===== src/rtl/counter_2d_core.sv =====
// counter_2d_core: prescaled two-digit BCD up/down counter with registered
// common-anode 7-segment encodings and a free-running display refresh enable.
module counter_2d_core #(
    parameter int unsigned COUNT_DIV   = 50_000_000,
    parameter int unsigned REFRESH_DIV = 50_000
) (
    input  logic       clk,
    input  logic       rst,
    input  logic       run,
    input  logic       up_dn,
    input  logic       clr,
    output logic [3:0] tens_bcd,
    output logic [3:0] units_bcd,
    output logic [6:0] tens_seg,
    output logic [6:0] units_seg,
    output logic       refresh_en,
    output logic       wrap
);

    localparam int unsigned CW = $clog2(COUNT_DIV);
    localparam int unsigned RW = $clog2(REFRESH_DIV);

    localparam logic [CW-1:0] CNT_LAST    = CW'(COUNT_DIV - 1);
    localparam logic [RW-1:0] REF_LAST    = RW'(REFRESH_DIV - 1);
    localparam logic [RW-1:0] REF_PRE_HIT = RW'(REFRESH_DIV - 2);
    localparam logic [6:0]    SEG_ZERO    = 7'b1000000;

    logic [CW-1:0] r_cnt_pre;
    logic [RW-1:0] r_ref_pre;
    logic [3:0]    r_tens;
    logic [3:0]    r_units;
    logic [6:0]    r_tens_seg;
    logic [6:0]    r_units_seg;
    logic          r_refresh_en;
    logic          r_wrap;

    logic          w_tick;
    logic [3:0]    w_tens_nxt;
    logic [3:0]    w_units_nxt;
    logic          w_wrap_nxt;

    // Common-anode encoding, bit6..bit0 = g f e d c b a, active-low.
    function automatic logic [6:0] seg_enc(input logic [3:0] d);
        logic [6:0] s;
        case (d)
            4'd0:    s = 7'b1000000;
            4'd1:    s = 7'b1111001;
            4'd2:    s = 7'b0100100;
            4'd3:    s = 7'b0110000;
            4'd4:    s = 7'b0011001;
            4'd5:    s = 7'b0010010;
            4'd6:    s = 7'b0000010;
            4'd7:    s = 7'b1111000;
            4'd8:    s = 7'b0000000;
            4'd9:    s = 7'b0010000;
            default: s = 7'b1111111;
        endcase
        return s;
    endfunction

    // Count step is due on the last prescaler cycle while running; clr discards it.
    assign w_tick = run && !clr && (r_cnt_pre == CNT_LAST);

    // Count prescaler: holds while paused so the partial period survives.
    always_ff @(posedge clk or negedge rst) begin
        if (!rst) begin
            r_cnt_pre <= '0;
        end else if (clr) begin
            r_cnt_pre <= '0;
        end else if (run) begin
            if (r_cnt_pre == CNT_LAST) begin
                r_cnt_pre <= '0;
            end else begin
                r_cnt_pre <= r_cnt_pre + CW'(1);
            end
        end
    end

    // Next digit values and wrap flag for the BCD up/down step.
    always_comb begin
        w_tens_nxt  = r_tens;
        w_units_nxt = r_units;
        w_wrap_nxt  = 1'b0;
        if (clr) begin
            w_tens_nxt  = 4'd0;
            w_units_nxt = 4'd0;
        end else if (w_tick) begin
            if (up_dn) begin
                if (r_units >= 4'd9) begin
                    w_units_nxt = 4'd0;
                    if (r_tens >= 4'd9) begin
                        w_tens_nxt = 4'd0;
                        w_wrap_nxt = 1'b1;
                    end else begin
                        w_tens_nxt = r_tens + 4'd1;
                    end
                end else begin
                    w_units_nxt = r_units + 4'd1;
                end
            end else begin
                if (r_units == 4'd0 || r_units > 4'd9) begin
                    w_units_nxt = 4'd9;
                    if (r_tens == 4'd0 || r_tens > 4'd9) begin
                        w_tens_nxt = 4'd9;
                        w_wrap_nxt = 1'b1;
                    end else begin
                        w_tens_nxt = r_tens - 4'd1;
                    end
                end else begin
                    w_units_nxt = r_units - 4'd1;
                end
            end
        end
    end

    // Digit and wrap registers.
    always_ff @(posedge clk or negedge rst) begin
        if (!rst) begin
            r_tens  <= 4'd0;
            r_units <= 4'd0;
            r_wrap  <= 1'b0;
        end else begin
            r_tens  <= w_tens_nxt;
            r_units <= w_units_nxt;
            r_wrap  <= w_wrap_nxt;
        end
    end

    // Segment patterns follow the BCD registers by one cycle.
    always_ff @(posedge clk or negedge rst) begin
        if (!rst) begin
            r_tens_seg  <= SEG_ZERO;
            r_units_seg <= SEG_ZERO;
        end else begin
            r_tens_seg  <= seg_enc(r_tens);
            r_units_seg <= seg_enc(r_units);
        end
    end

    // Free-running refresh prescaler; the pulse is registered one count early
    // so it lands on the REFRESH_DIV-th cycle of each period.
    always_ff @(posedge clk or negedge rst) begin
        if (!rst) begin
            r_ref_pre    <= '0;
            r_refresh_en <= 1'b0;
        end else begin
            r_refresh_en <= (r_ref_pre == REF_PRE_HIT);
            if (r_ref_pre == REF_LAST) begin
                r_ref_pre <= '0;
            end else begin
                r_ref_pre <= r_ref_pre + RW'(1);
            end
        end
    end

    assign tens_bcd   = r_tens;
    assign units_bcd  = r_units;
    assign tens_seg   = r_tens_seg;
    assign units_seg  = r_units_seg;
    assign refresh_en = r_refresh_en;
    assign wrap       = r_wrap;

endmodule


===== config.mk =====
export PLATFORM = sky130hd
export DESIGN_NAME = counter_2d_core
export DESIGN_NICKNAME = d
export VERILOG_FILES = /design/src/rtl/counter_2d_core.sv
export SDC_FILE = /design/constraint.sdc
export NUM_CORES = 1
export LEC_CHECK = 0
export CORE_ASPECT_RATIO = 0.7
export CORE_MARGIN = 2
export CORE_UTILIZATION = 60
export DETAILED_ROUTE_END_ITERATION = 6
export PLACE_DENSITY = 0.86
export SLEW_MARGIN = 25
export SYNTH_ARGS = -nofsm -noshare
export SYNTH_HDL_FRONTEND = slang
export SYNTH_SLANG_ARGS = --single-unit

===== constraint.sdc =====
create_clock -name clk -period 3 [get_ports clk]
set_input_delay 0.6 -clock clk [delete_from_list [all_inputs] [get_ports clk]]
set_output_delay 0.6 -clock clk [all_outputs]
set_load 0.02 [all_outputs]

==> flow_metrics.env <==
export IMPL_peakVddDrop_mv=0.243
export IMPL_synth_area_um2=3820
export IMPL_pwr_share_seq=0.519
export IMPL_synth_edff_count=0
export IMPL_post_cts_resize_count=0
export IMPL_yosys_warnings=0
export IMPL_initial_core_util=0.618
export IMPL_htree_levels=3
export IMPL_track_usage=0.260
export IMPL_clk_pin_slew_ns=0.07
export IMPL_p_per_area_nw_per_um2=399
export IMPL_status="finished, final reports clean"
export IMPL_cts_buffers=9
export IMPL_clkLatencyLatePin_ns=0.34
export IMPL_rows=24
export IMPL_antenna_left=0
export IMPL_end_kind="flop"
export IMPL_cts_setup_buffers=0
export IMPL_netlist_area_leader_share=0.419
export IMPL_worst_r2r_setup_slack_ns=0.67
export IMPL_coreArea_um2=6190
export IMPL_critPathBufInv=1
export IMPL_fin_nets=455
export IMPL_combPwrFrac=0.047
export IMPL_grt_max_degree=40
export IMPL_power_leakage_nw=1.91
export IMPL_cpPeakStageDelay_ns=0.56
export IMPL_hold_viol=0
export IMPL_antenna_cells=0
export IMPL_synth_ff_type="dfrtp_1"
export IMPL_firstDrtPassIters=5
export IMPL_synth_cell_types=58
export IMPL_syn_to_final_growth_pct=14.3
export IMPL_dp_hpwl_um=5880
export IMPL_avgRoutedWirePerCell_um=16.3
export IMPL_wirelength_um=8440
export IMPL_crit_slowest_cell="dfrtp_1"
export IMPL_ys_seq_area_frac=0.432
export IMPL_syn_area_per_cell_um2=9.35
export IMPL_whs_ns=0.288
export IMPL_crit_path_start_kind="flop"
export IMPL_p_switching_w=0.000396
export IMPL_grt_ovfl_total=0
export IMPL_via_per_inst=6.20
export IMPL_ys_ff_latch=66
export IMPL_antenna_found_initial=0
export IMPL_rsz0062_at_grt="false"
export IMPL_drtIter0Drc=234
export IMPL_clk_path_buf_depth=2
export IMPL_max_freq_mhz=429
export IMPL_relSlewSlack=0.313
export IMPL_p_int_w=0.00135
export IMPL_cts_tree="done"
export IMPL_drc_errors=0
export IMPL_io_pins=29
export IMPL_synth_nets=429
export IMPL_grt_pass1_wl_um=14500
export IMPL_fill_cells=472
export IMPL_path_cells="inv_1 > ha_1 > o21bai_1 > o21a_1 > o2111ai_4 > or3_1 > a31oi_1"
export IMPL_grt_pass1_vias=3028
export IMPL_required_ns=3.26
export IMPL_place_congestion=0.899
export IMPL_synth_area_leaders="dfrtp_1, ha_1, a21oi_1"
export IMPL_drv_slew=0
export IMPL_clock_skew_ns=0.00375
export IMPL_cp_data_arrival_time_ns=2.59
export IMPL_worst_r2r_endpoint="tens_bcd[0]"
export IMPL_setup_worst_path_class="flop to flop"
export IMPL_die_area_um2=7040
export IMPL_worst_pin_slew_ns=1.03
export IMPL_root_buffer="clkbuf_8"
export IMPL_drive_gt1_frac=0.100
export IMPL_clkSinkCount=66
export IMPL_die_w_um=99.4
export IMPL_yosysTopAreaCell="dfrtp_1"
export IMPL_setup_viol=0
export IMPL_synthCells=409
export IMPL_via_count=3211
export IMPL_swShare=0.227
export IMPL_yosys_top_cells_count="dfrtp_1, nor2_1, a21oi_1"
export IMPL_die_y_um=70.8
export IMPL_critPathTopFamily="compound AO/OA/AOI/OAI gates"
export IMPL_reg2reg_depth=7
export IMPL_synth_most_common_cell="dfrtp_1"
export IMPL_synthArstFlopShare=1.00
export IMPL_drv_cap=0
export IMPL_period_needed_ns=2.33
export IMPL_setup_tns_ns=0
export IMPL_hold_path_class="primary input to async pin"
export IMPL_crit_path_max_fanout=10
export IMPL_fin_crit_sh=0.776
export IMPL_clock_power_share=0.435
export IMPL_portBuffers=28
export IMPL_cts_hold_buf=0
export IMPL_rr_startpoint="units_bcd[0]"
area by class of cell:
type / count / area (um^2) / area share
multi-input cells: 307 / 2010 / 0.460
clock inverters: 5 / 52.6 / 0.0120
clock buffers: 11 / 151 / 0.0346
well taps: 78 / 97.6 / 0.0223
inverters: 15 / 56.3 / 0.0129
repair buffers: 36 / 348 / 0.0795
flip-flops and latches: 66 / 1650 / 0.378
worst max path at each step:
stage / cells past startpoint / startpoint / to / slack, ns
after floorplan: 8 / tens_bcd[0] / tens_bcd[1] / 0.91
after global placement: 5 / up_dn / tens_bcd[0] / 0.58
final: 7 / units_bcd[0] / tens_bcd[0] / 0.67
after detailed placement: 5 / up_dn / tens_bcd[0] / 0.49
after CTS: 1 / units_bcd[2] / units_bcd[2] / 0.68
after global routing: 7 / r_cnt_pre[0] / r_cnt_pre[17] / 0.53
registers in the layout (all words and copies together), names as in the netlist:
name and cells:
r_cnt_pre 26, r_ref_pre 16, refresh_en 1, tens_bcd 4
tens_seg 7, units_bcd 4, units_seg 7, wrap 1
cells in the final DEF, fill, tap and decap left out, types with 5 or more instances in the layout:
cell type        synthesis  routed
a31oi_1                 22      22
nand2_1                 25      25
a21oi_1                 32      32
or3_1                    6       6
dfrtp_1                 64      64
mux2i_1                  7       7
nand2b_1                 9       9
buf_4                    1       7
clkdlybuf4s50_1          0      27
a21o_1                  10      10
inv_1                   14      14
o21bai_1                 5       5
xor2_1                  10      10
nand4_1                 14      14
nor3_1                  13      13
nand3_1                 21      21
ha_1                    15      15
o21ai_0                 18      18
o31ai_1                  5       5
clkbuf_8                 0      11
nor2_1                  39      39
nor3b_1                  5       5
logic make-up (layout without fill, tap and decap cells):
group	Yosys count	count (layout)	synth area share
XOR/XNOR	13	13	0.0298
AND/OR/NAND/NOR	160	160	0.240
AO/OA/AOI/OAI	112	112	0.189
flip-flops	66	66	0.432
multiplexers	7	7	0.0183
adder cells (fa/ha/maj)	15	15	0.0491
buffers and inverters	36	67	0.0412
worst register-to-register path, delay by kind of cell, from the launching register on:
family	cells	cell delay [ns]
buffers and inverters	1	0.20
and+or+nand+nor	1	0.35
AOI/OAI and AO/OA	4	0.83
DFF	1	0.56
adders and majority gates	1	0.30
routing by layer:
| layer | wire length (um) | vias to the layer above | global-route usage |
|---|---|---|---|
| met5 | 0 | - | 0 |
| met4 | 124 | 0 | 0.0837 |
| met3 | 392 | 11 | 0.0642 |
| met2 | 3820 | 87 | 0.402 |
| met1 | 4110 | 1565 | 0.364 |
| li1 | - | 1548 | - |
power groups by stage:
| stage | Sequential [W] | Combinational, W | Clock (W) |
|---|---|---|---|
| after floorplan | 0.000919 | 0.0000449 | 0 |
| after global placement | 0.000921 | 0.0000790 | 0 |
| after detailed placement | 0.000921 | 0.0000811 | 0 |
| after CTS | 0.000904 | 0.0000815 | 0.000778 |
| after global routing | 0.000904 | 0.0000919 | 0.000811 |
| final | 0.000904 | 0.0000811 | 0.000758 |
through the flow:
stage / instance area (um^2) / std cells / util / worst slack (ns) / power, W
6_report: 4370 / 518 / 0.707 / 0.671 / 0.00174
5_1_grt: 4370 / 518 / 0.707 / 0.531 / 0.00181
4_1_cts: 4370 / 518 / 0.707 / 0.679 / 0.00176
3_5_place_dp: 4170 / 502 / 0.674 / 0.493 / 0.00100
3_3_place_gp: 4170 / 502 / 0.674 / 0.582 / 0.00100
2_1_floorplan: 3820 / 409 / - / 0.914 / 0.000964
No activity file was read; power rests on OpenSTA's default activity.
